<file path="config.mk">
export PLATFORM = sky130hd
export DESIGN_NAME = day01_cmd_parser
export DESIGN_NICKNAME = d
export VERILOG_FILES = /design/src/rtl/day01_pkg.sv /design/src/rtl/day01_digit_acc.sv /design/src/rtl/day01_cmd_parser.sv
export SDC_FILE = /design/constraint.sdc
export NUM_CORES = 1
export LEC_CHECK = 0
export CAP_MARGIN = 25
export CORE_ASPECT_RATIO = 0.8
export CORE_UTILIZATION = 29
export DETAILED_ROUTE_END_ITERATION = 16
export PLACE_DENSITY = 0.57
export SLEW_MARGIN = 20
export SYNTH_ARGS = -nofsm -noshare
export SYNTH_HDL_FRONTEND = slang
export SYNTH_HIERARCHICAL = 1
export SYNTH_SLANG_ARGS = --single-unit
</file>
<file path="constraint.sdc">
create_clock -name clk -period 4.3 [get_ports clk]
set_clock_uncertainty 0.1 [all_clocks]
set_input_delay 0.43 -clock clk [delete_from_list [all_inputs] [get_ports clk]]
set_output_delay 0.43 -clock clk [all_outputs]
set_load 0.01 [all_outputs]
</file>
<file path="src/rtl/day01_pkg.sv">
// Shared constants and types for the day-01 ASCII command parser.
// Holds the byte values the parser recognises and its state encoding.
package day01_pkg;

    localparam int STEPS_W_DEFAULT = 32;

    localparam logic [7:0] CH_L  = 8'h4C;
    localparam logic [7:0] CH_R  = 8'h52;
    localparam logic [7:0] CH_NL = 8'h0A;
    localparam logic [7:0] CH_CR = 8'h0D;
    localparam logic [7:0] CH_0  = 8'h30;
    localparam logic [7:0] CH_9  = 8'h39;

    typedef enum logic [1:0] {
        IDLE,
        DIGITS,
        EMIT,
        SKIP
    } state_e;

    function automatic logic is_digit(input logic [7:0] b);
        return (b >= CH_0) && (b <= CH_9);
    endfunction

endpackage

</file>
<file path="src/rtl/day01_digit_acc.sv">
// Decimal accumulator step: sum = acc*10 + digit, with a flag when the
// result no longer fits in STEPS_W bits.
module day01_digit_acc #(
    parameter int STEPS_W = 32
) (
    input  logic [STEPS_W-1:0] acc,
    input  logic [3:0]         digit,
    output logic [STEPS_W-1:0] sum,
    output logic               overflow
);

    // Four extra bits are enough: 10*(2^W-1)+9 < 16*2^W.
    logic [STEPS_W+3:0] wide;

    always_comb begin
        wide     = ({4'b0000, acc} << 3) + ({4'b0000, acc} << 1)
                 + {{STEPS_W{1'b0}}, digit};
        sum      = wide[STEPS_W-1:0];
        overflow = |wide[STEPS_W+3:STEPS_W];
    end

endmodule

</file>
<file path="src/rtl/day01_cmd_parser.sv">
// Streaming ASCII front end: turns "L68\n"-style lines into {dir, steps}
// commands on a valid/ready interface, dropping malformed lines.
module day01_cmd_parser
    import day01_pkg::*;
#(
    parameter int STEPS_W = STEPS_W_DEFAULT
) (
    input  logic               clk,
    input  logic               rst_n,
    input  logic               in_valid,
    input  logic [7:0]         in_data,
    input  logic               in_last,
    output logic               in_ready,
    output logic               valid,
    output logic               dir,
    output logic [STEPS_W-1:0] steps,
    input  logic               ready,
    output logic [31:0]        cmd_count,
    output logic               err,
    output logic               done
);

    state_e             state_q, state_d;
    logic [STEPS_W-1:0] acc_q, acc_d;
    logic               dir_q, dir_d;
    logic               have_digit_q, have_digit_d;
    logic [31:0]        cmd_count_q, cmd_count_d;
    logic               err_q, err_d;
    logic               done_q, done_d;
    logic               last_q, last_d;

    logic [STEPS_W-1:0] acc_sum;
    logic               acc_ovf;
    logic               byte_xfer;
    logic               cmd_xfer;

    day01_digit_acc #(
        .STEPS_W(STEPS_W)
    ) u_digit_acc (
        .acc     (acc_q),
        .digit   (in_data[3:0]),
        .sum     (acc_sum),
        .overflow(acc_ovf)
    );

    assign in_ready  = (state_q != EMIT) && !last_q;
    assign valid     = (state_q == EMIT);
    assign dir       = dir_q;
    assign steps     = acc_q;
    assign cmd_count = cmd_count_q;
    assign err       = err_q;
    assign done      = done_q;
    assign byte_xfer = in_valid && in_ready;
    assign cmd_xfer  = valid && ready;

    always_comb begin
        state_d      = state_q;
        acc_d        = acc_q;
        dir_d        = dir_q;
        have_digit_d = have_digit_q;
        cmd_count_d  = cmd_count_q;
        err_d        = err_q;
        done_d       = done_q;
        last_d       = last_q;

        if (byte_xfer) begin
            case (state_q)
                IDLE: begin
                    if (in_data == CH_L || in_data == CH_R) begin
                        dir_d        = (in_data == CH_R);
                        acc_d        = '0;
                        have_digit_d = 1'b0;
                        state_d      = DIGITS;
                    end else if (in_data != CH_NL && in_data != CH_CR) begin
                        err_d   = 1'b1;
                        state_d = SKIP;
                    end
                end
                DIGITS: begin
                    if (is_digit(in_data)) begin
                        if (acc_ovf) begin
                            err_d   = 1'b1;
                            state_d = SKIP;
                        end else begin
                            acc_d        = acc_sum;
                            have_digit_d = 1'b1;
                        end
                    end else if (in_data == CH_NL) begin
                        if (have_digit_q) begin
                            state_d = EMIT;
                        end else begin
                            err_d   = 1'b1;
                            state_d = IDLE;
                        end
                    end else if (in_data != CH_CR) begin
                        err_d   = 1'b1;
                        state_d = SKIP;
                    end
                end
                SKIP: begin
                    if (in_data == CH_NL) begin
                        state_d = IDLE;
                    end
                end
                default: ;
            endcase

            // The final byte closes the line whether or not it was a newline.
            if (in_last) begin
                last_d = 1'b1;
                if (state_d == EMIT || (state_d == DIGITS && have_digit_d)) begin
                    state_d = EMIT;
                end else begin
                    state_d = IDLE;
                    done_d  = 1'b1;
                end
            end
        end

        if (cmd_xfer) begin
            state_d     = IDLE;
            cmd_count_d = cmd_count_q + 32'd1;
            if (last_q) begin
                done_d = 1'b1;
            end
        end
    end

    always_ff @(posedge clk or negedge rst_n) begin
        if (!rst_n) begin
            state_q      <= IDLE;
            acc_q        <= '0;
            dir_q        <= 1'b0;
            have_digit_q <= 1'b0;
            cmd_count_q  <= '0;
            err_q        <= 1'b0;
            done_q       <= 1'b0;
            last_q       <= 1'b0;
        end else begin
            state_q      <= state_d;
            acc_q        <= acc_d;
            dir_q        <= dir_d;
            have_digit_q <= have_digit_d;
            cmd_count_q  <= cmd_count_d;
            err_q        <= err_d;
            done_q       <= done_d;
            last_q       <= last_d;
        end
    end

endmodule

</file>
Yosys cells after proc, flatten, opt, wreduce, memory -nomap -nowiden
Index checks and enable logic that the tools add are counted.
{"block": "op_classes", "n_addsub": 3, "order_cmp": 2, "eq_ne": 19, "muxes": 36, "n_reduce_logical": 17}
{"op": "$mux W32", "n": 3}
{"op": "$pmux W32 S2", "n": 1}
{"op": "$add A35 B33 Y36", "n": 1}
{"op": "$add A36 B4 Y36", "n": 1}
{"op": "$add A32 B1 Y32 const B", "n": 1}
{"op": "$mux W2", "n": 13}
{"op": "$eq A8 B7 Y1 const B", "n": 2}
{"op": "$mux W1", "n": 16}
{"op": "$ne A8 B4 Y1 const B", "n": 2}
{"op": "$ne A2 B2 Y1 const B", "n": 6}
{"op": "$eq A8 B4 Y1 const B", "n": 1}
{"op": "$ge A8 B6 Y1 const B", "n": 1}
{"op": "$le A8 B6 Y1 const B", "n": 1}
{"op": "$ne A4 B4 Y1 const B", "n": 2}
{"op": "$reduce_and A7 Y1", "n": 1}
{"op": "$eq A2 B2 Y1 const B", "n": 3}
{"op": "$logic_and A1 B1 Y1", "n": 6}
{"op": "$pmux W2 S3", "n": 1}
{"op": "$reduce_and A5 Y1", "n": 1}
{"op": "$eq A2 B1 Y1 const B", "n": 2}
{"op": "$pmux W1 S2", "n": 2}
{"op": "$reduce_bool A2 Y1", "n": 2}
{"op": "$reduce_or A4 Y1", "n": 1}
{"op": "$ne A3 B3 Y1 const B", "n": 1}
{"op": "5 further kinds", "n": 6}
{"block": "word_totals", "ff_bits": 71, "inputBits": 13, "out_inout_bits": 69, "word_cells": 85}

Depth between registers and ports, before layout
Gate-level depths: netlist (run 1).
{"block": "logic_depth", "ltp_word": 15, "ltp_mapped": 17, "depth_no_buf": 17}

Cells and area by module
The synthesis (run 1) kept the hierarchy.
{"module": "day01_cmd_parser", "n_inst": 1, "cells_per_inst": 331, "area_per_inst_um2": 3220.6, "seq_area_each_um2": 1776.7}
{"module": "day01_digit_acc", "n_inst": 1, "cells_per_inst": 290, "area_per_inst_um2": 2202.1, "seq_area_each_um2": 0.0}

Least setup slack after synthesis (run 1)
Ideal clock, no wire load.
{"block": "synth_path", "kind": "register to register", "startpoint": "reg acc_q[0] (netlist: steps[0])", "endpoint": "reg state_q[1]", "setup_ps": 126, "arrival_time_ps": 3729, "required_ps": 4074, "slack_ps": 344, "path_stages_with_launch": 17, "n_path_buf": 0, "synth_period_minus_slack_ps": 3956, "path_cell_list": "dfrtp_1 -> inv_1 -> fa_1 -> fa_1 -> nor2b_1 -> o21bai_1 -> a31oi_1 -> a221o_1 -> o31a_1 -> o2111ai_1 -> mux2_1 -> nand4_1 -> and4b_1 -> a21oi_1 -> o2bb2ai_1 -> nor3_1 -> a221o_1"}
{"block": "synth_between", "elab_chain_len": 14, "word_cells_on_any_way": 19, "cone_classes": "add/sub: 2; eq/ne: 2; mux: 12; reduce/logical: 3"}
{"item": "start, declared", "line": "day01_cmd_parser.sv:24", "rtl": "logic [STEPS_W-1:0] acc_q, acc_d;"}
{"item": "start signal, assigned", "line": "day01_cmd_parser.sv:132", "rtl": "acc_q <= '0;"}
{"item": "start signal, assigned", "line": "day01_cmd_parser.sv:141", "rtl": "acc_q <= acc_d;"}
{"item": "$add A35 B33 Y36 *", "line": "day01_digit_acc.sv:16", "rtl": "wide = ({4'b0000, acc} << 3) + ({4'b0000, acc} << 1)"}
{"item": "$add A36 B4 Y36 *", "line": "day01_digit_acc.sv:17", "rtl": "+ {{STEPS_W{1'b0}}, digit};"}
{"item": "$reduce_or A4 Y1 *", "line": "day01_digit_acc.sv:19", "rtl": "overflow = |wide[STEPS_W+3:STEPS_W];"}
{"item": "net acc_ovf", "line": "day01_cmd_parser.sv:33", "rtl": "logic acc_ovf;"}
{"item": "$mux W2", "line": "day01_cmd_parser.sv:81", "rtl": "if (acc_ovf) begin"}
{"item": "$mux W2", "line": "day01_cmd_parser.sv:80", "rtl": "if (is_digit(in_data)) begin"}
{"item": "$pmux W2 S3", "line": "day01_cmd_parser.sv:67", "rtl": "case (state_q)"}
{"item": "$mux W2", "line": "day01_cmd_parser.sv:66", "rtl": "if (byte_xfer) begin"}
{"item": "$eq A2 B1 Y1", "line": "day01_cmd_parser.sv:111", "rtl": "if (state_d == EMIT || (state_d == DIGITS && have_digit_d)) begin"}
{"item": "$logic_and A1 B1 Y1", "line": "day01_cmd_parser.sv:111"}
{"item": "$logic_or A1 B1 Y1", "line": "day01_cmd_parser.sv:111"}
{"item": "$mux W2", "line": "day01_cmd_parser.sv:111"}
{"item": "$mux W2 *", "line": "day01_cmd_parser.sv:109", "rtl": "if (in_last) begin"}
{"item": "$mux W2 *", "line": "day01_cmd_parser.sv:66"}
{"item": "$mux W2 *", "line": "day01_cmd_parser.sv:120", "rtl": "if (cmd_xfer) begin"}
{"item": "end signal, assigned", "line": "day01_cmd_parser.sv:140", "rtl": "state_q <= state_d;"}
{"item": "end, declared", "line": "day01_cmd_parser.sv:23", "rtl": "state_e state_q, state_d;"}
Mark *: on every way through the listed nets, which the timed path passes. The rest lies on a longest branch. The select of a mux whose other input is x is not followed.
A chain may end at the register's enable or synchronous reset.

Final worst setup path (run 1)
{"block": "layout_path", "startpoint": "reg acc_q[2] (netlist: steps[2])", "endpoint": "reg state_q[1]"}
The elaborated chain is that of the path after synthesis.

==> results of run 1 <==
## power groups by stage
stage          Combinational [mW]  Sequential (mW)  Clock (mW)
2_1_floorplan               0.380            0.806           0
3_3_place_gp                0.650            0.812           0
3_5_place_dp                0.654            0.812           0
4_1_cts                     0.657            0.801       0.829
5_1_grt                     0.765            0.810       0.853
6_report                    0.674            0.798       0.799
## cell usage after synthesis, drive strengths merged (2+ instances only)
master,n
a21o,20
or2,4
nor2,39
xor2,17
xnor2,40
mux2i,3
and2,7
a41o,3
a311o,2
a41oi,2
and3,6
nor3,6
o21bai,4
fa,2
clkbuf,20
nand3,19
ha,64
a211oi,4
a221o,3
o21ai,59
nand2,103
dfrtp,71
a21oi,28
o22ai,2
o21a,9
nand3b,2
nor2b,6
buf,3
o31ai,4
nand2b,6
o2111ai,2
nand4,14
nor4bb,2
mux2,3
inv,16
a31oi,8
## how the worst min path moves through the flow
stage                               from                         to  slack [ns]
3_5_place_dp   cmd_count[31]$_DFFE_PN0P_  cmd_count[31]$_DFFE_PN0P_        0.37
3_3_place_gp   cmd_count[31]$_DFFE_PN0P_  cmd_count[31]$_DFFE_PN0P_        0.36
5_1_grt                  err$_DFFE_PN0P_            err$_DFFE_PN0P_        0.41
4_1_cts                            rst_n  cmd_count[31]$_DFFE_PN0P_        0.18
2_1_floorplan                      rst_n   cmd_count[0]$_DFFE_PN0P_        0.03
6_report       cmd_count[31]$_DFFE_PN0P_  cmd_count[31]$_DFFE_PN0P_        0.38
## flip-flops by register name (all words and copies together), names as in the netlist
signal and cells:
cmd_count 32, done 1, err 1, last_q 1, state_q 2, steps 32, have_digit_q 1, dir 1
## cell type report
cell class              count  area [µm²]  share of cell area
repair buffers            102        1010               0.144
well taps                 253         317              0.0450
multi-input cells         511        3560               0.506
inverters                  16        60.1             0.00853
clock inverters             2        37.5             0.00533
flip-flops and latches     71        1780               0.252
clock buffers              13         280              0.0398
## per-stage QoR
step	instances	setup WS [ns]	utilization	area, µm²	hold slack, ns
detailed placement	950	-0.307	0.363	6620	0.368
CTS	965	0.0623	0.381	6940	0.178
global placement	950	-0.191	0.363	6620	0.363
floorplan	621	0.344	-	5420	0.0344
global route	968	-0.00792	0.386	7040	0.413
finish	968	0.228	0.386	7040	0.381
## metal layers
metal,up-vias,part of all wire,track usage
met4,0,0.012,0.0425
met1,2130,0.53,0.221
met2,72,0.42,0.214
li1,2400,-,-
met3,9,0.035,0.0320
met5,-,0,0
## critical path, stage by stage, from the launching register on
cell                       delay, ns
sky130_fd_sc_hd__dfrtp_1        0.42
sky130_fd_sc_hd__inv_1          0.07
sky130_fd_sc_hd__fa_1           0.54
sky130_fd_sc_hd__inv_1          0.06
sky130_fd_sc_hd__ha_1           0.28
sky130_fd_sc_hd__a21o_1         0.17
sky130_fd_sc_hd__nand4_1        0.13
sky130_fd_sc_hd__a31oi_4        0.12
sky130_fd_sc_hd__a2111o_1       0.45
sky130_fd_sc_hd__a21o_1         0.18
sky130_fd_sc_hd__and2_1         0.16
sky130_fd_sc_hd__nand4_1        0.09
sky130_fd_sc_hd__nand4_1        0.15
sky130_fd_sc_hd__and4b_2        0.37
sky130_fd_sc_hd__o21ai_1        0.07
sky130_fd_sc_hd__a221o_1        0.35
sky130_fd_sc_hd__nor3_1         0.17
sky130_fd_sc_hd__a221o_1        0.12
## placed cells by master (no fill, tap or decap), drive strengths merged, types with 2 or more instances in the layout
cell type      synthesis  layout
xor2                  17      17
o2111ai                2       2
a21o                  20      20
mux2i                  3       3
nor3                   6       6
and3                   6       6
o21ai                 59      59
a21oi                 28      28
buf                    3      21
dfrtp                 71      71
clkdlybuf4s50          0      78
nand2                103     103
o21bai                 4       4
nor2                  39      39
clkbuf                20      13
o31ai                  4       4
or2                    4       4
a211oi                 4       4
nand3b                 2       2
fa                     2       2
a41oi                  2       2
a41o                   3       3
inv                   16      16
nand3                 19      19
a311o                  2       2
ha                    64      64
a31oi                  8       8
nor2b                  6       6
o21a                   9       9
nand2b                 6       6
o22ai                  2       2
and2                   7       7
nor4bb                 2       2
a221o                  3       3
mux2                   3       3
xnor2                 40      40
dlymetal6s2s           0       2
nand4                 14      14
## logic make-up after synthesis
group,after synthesis,synth area share
compound gates,159,0.187
xor+xnor,57,0.0921
fa+ha+maj,66,0.155
buf+inv,39,0.0279
flops,71,0.328
mux,6,0.0118
simple gates,223,0.199
## repair_timing
item                                    CTS  global route
hold buffers                              0             1
buffers inserted                          0             1
endpoints found under the setup margin    0             2
endpoints found under the hold margin     0            33
gates resized for setup                   0            17
==> results by stage, run 1 <==
Critical path:
- Of all nets on the critical path, the largest fanout is 4.
- The critical register-to-register path endpoint is state_q[1]$_DFFE_PN0P_.
- In this run the worst setup path terminates at state_q[1]$_DFFE_PN0P_.
- The endpoint kind of the worst setup timing path is a flip-flop.
- The worst setup path is launched from a flip-flop.
- The launch point of the worst path is steps[2]$_DFFE_PN0P_.
- At the worst endpoint, the required time is 4.48 ns.
- The kind of critical path is flip-flop to flip-flop.
- For the worst setup path, the data arrival time is 4.25 ns.
- The worst setup slack for register-to-register paths is 0.23 ns.
- The source of the worst register-to-register timing path is steps[2]$_DFFE_PN0P_.
- Counting cells, the worst reg-to-reg path comes to 17.

Power and ir drop:
- Total power for the finished layout comes to 2.27 mW.
- The share of total power dissipated in the clock network is 0.352.
- Summed over all cells, the static leakage comes to 3.39 nW.
- Internal power comes to 1.54 mW.
- Dividing total power by cell area gives a power density of 322 nW/µm².
- Of the total power, registers draw 0.352.
- In this run the power spent charging and discharging nets is 0.731 mW.
- The part of the total power dissipated in combinational logic is 0.297.
- Of the total power, the share spent switching nets is 0.322.
- The highest ir drop seen on vdd is 0.000167 V.

Route:
- The average detailed-routed wire length per instance is 13.9 µm.
- The number of optimization iterations in the first detailed-route pass is 4.
- The overall routed net length is 13.5 mm.
- For this run, design rule violations remaining after detail routing come to 0.
- The total number of vias is 4611.
- The average via count per standard cell is 4.76.
- The violation count after the first detailed-routing iteration is 261.
- The count of nets left with antenna violations after detail routing is 0.

Logic synthesis:
- The number of flops mapped to enable cells by yosys is 0.
- The cell taking the most area after synthesis is sky130_fd_sc_hd__dfrtp_1.
- Yosys attributes the largest share of cell area to sky130_fd_sc_hd__dfrtp_1 33%, sky130_fd_sc_hd__ha_1 15%, sky130_fd_sc_hd__nand2_1 7.1%.
- Synthesis handed over a netlist of 621 instances.
- The number of register bits inferred by synthesis is 71.
- The number of nets produced by synthesis is 700.
- The mapped netlist covers 5420 µm².
- The share of the yosys chip area belonging to registers is 0.328.
- Counting flops with an async set or reset pin after synthesis yields a share of 1.00.
- During synthesis, Yosys emitted a total of 6 warnings.
- Among all flip-flop cells after synthesis, the most frequent one is sky130_fd_sc_hd__dfrtp_1.
- The number of library cell types mapped by synthesis is 63.
- Averaged over all synthesized cells, the footprint is 8.73 µm².
- The share of synthesized area in the top cell type comes to 0.328.

Timing:
- The total negative slack for setup checks is 0 ns.
- The shortest clock period the worst path allows after layout is 4.07 ns.
- The maximum frequency from static timing analysis is 0.246 GHz.
- At the pin with the least slew margin, the transition time is 0.586 ns.
- The final count of negative-setup-slack endpoints is 0.
- In this run the tightest slew margin relative to its limit is 0.609.
- The number of slew-limit violations in the final report is 0.
- The number of endpoints with negative hold slack in the final report was 0.
- In the finished design, the share of the clock period the worst path needs comes to 0.947.

Clock tree:
- The clock transition time at the flip-flop clock pins of the worst setup and hold paths is 0.06 ns.
- At the later pin of the worst-skew pair, clock insertion delay measures 0.34 ns.
- TritonCTS created 9 clock buffers.
- TritonCTS built the clock tree.
- Counting along the longest clock path gives a buffer depth of 2.
- The tree is rooted in a sky130_fd_sc_hd__clkbuf_16.
- The number of clock sinks is 71.
- In this run the number of H-tree levels came out at 3.

Die:
- The height of the die is 124 µm.
- The floorplan step defined a die boundary enclosing 19300 µm².
- During I/O placement, the number of pins put on the boundary was 82.
- The total number of placement rows is 44.
- For this configuration, the core starts out at a cell density of 0.298.
- The region available for standard cell placement spans 18200 µm².
- In this run the horizontal extent of the chip is 155 µm.

GRT:
- The largest net degree at the start of global routing is 72.
- The global-route usage over all layers is 0.149.
- The initial antenna violation count was 0.
- The first global-routing pass estimated 23.2 mm of wire.
- Global routing finished with a remaining overflow of 0.
- The via count of the first global-routing pass is 4516.

Cells and area:
- The net count of the finished layout is 790.
- The filler cells instantiated in the layout total 1839.
- The fraction of final layout cells with drive strength greater than 1 is 0.0867.
- The number of antenna diodes in the final layout is 0.
- From synthesis to final layout, the design area changed by 29.9%.

Placed design:
- The sum of net half-perimeters after detailed placement is 10.4 mm.
- The number of I/O port buffers is 81.
- Routability-driven placement finished with a final weighted congestion of 0.836.

Run status:
- The flow ran to the end, and the final reports show no timing, DRC or antenna violations.

Worst hold path:
- Counting instances, the worst hold path has a depth of 1.
- The tightest min-delay check is of the flip-flop to flip-flop type.

Run:
- Across the run, the number of max-cap violations was 0.
Note: power is estimated with default switching activity, not from simulation.
==> run 2: changes to the inputs <==
Settings changed: ABC_CLOCK_PERIOD_IN_PS from default to 4300.
==> results of run 2 <==
No change in the layout: final DEF, timing and power equal those of run 1.
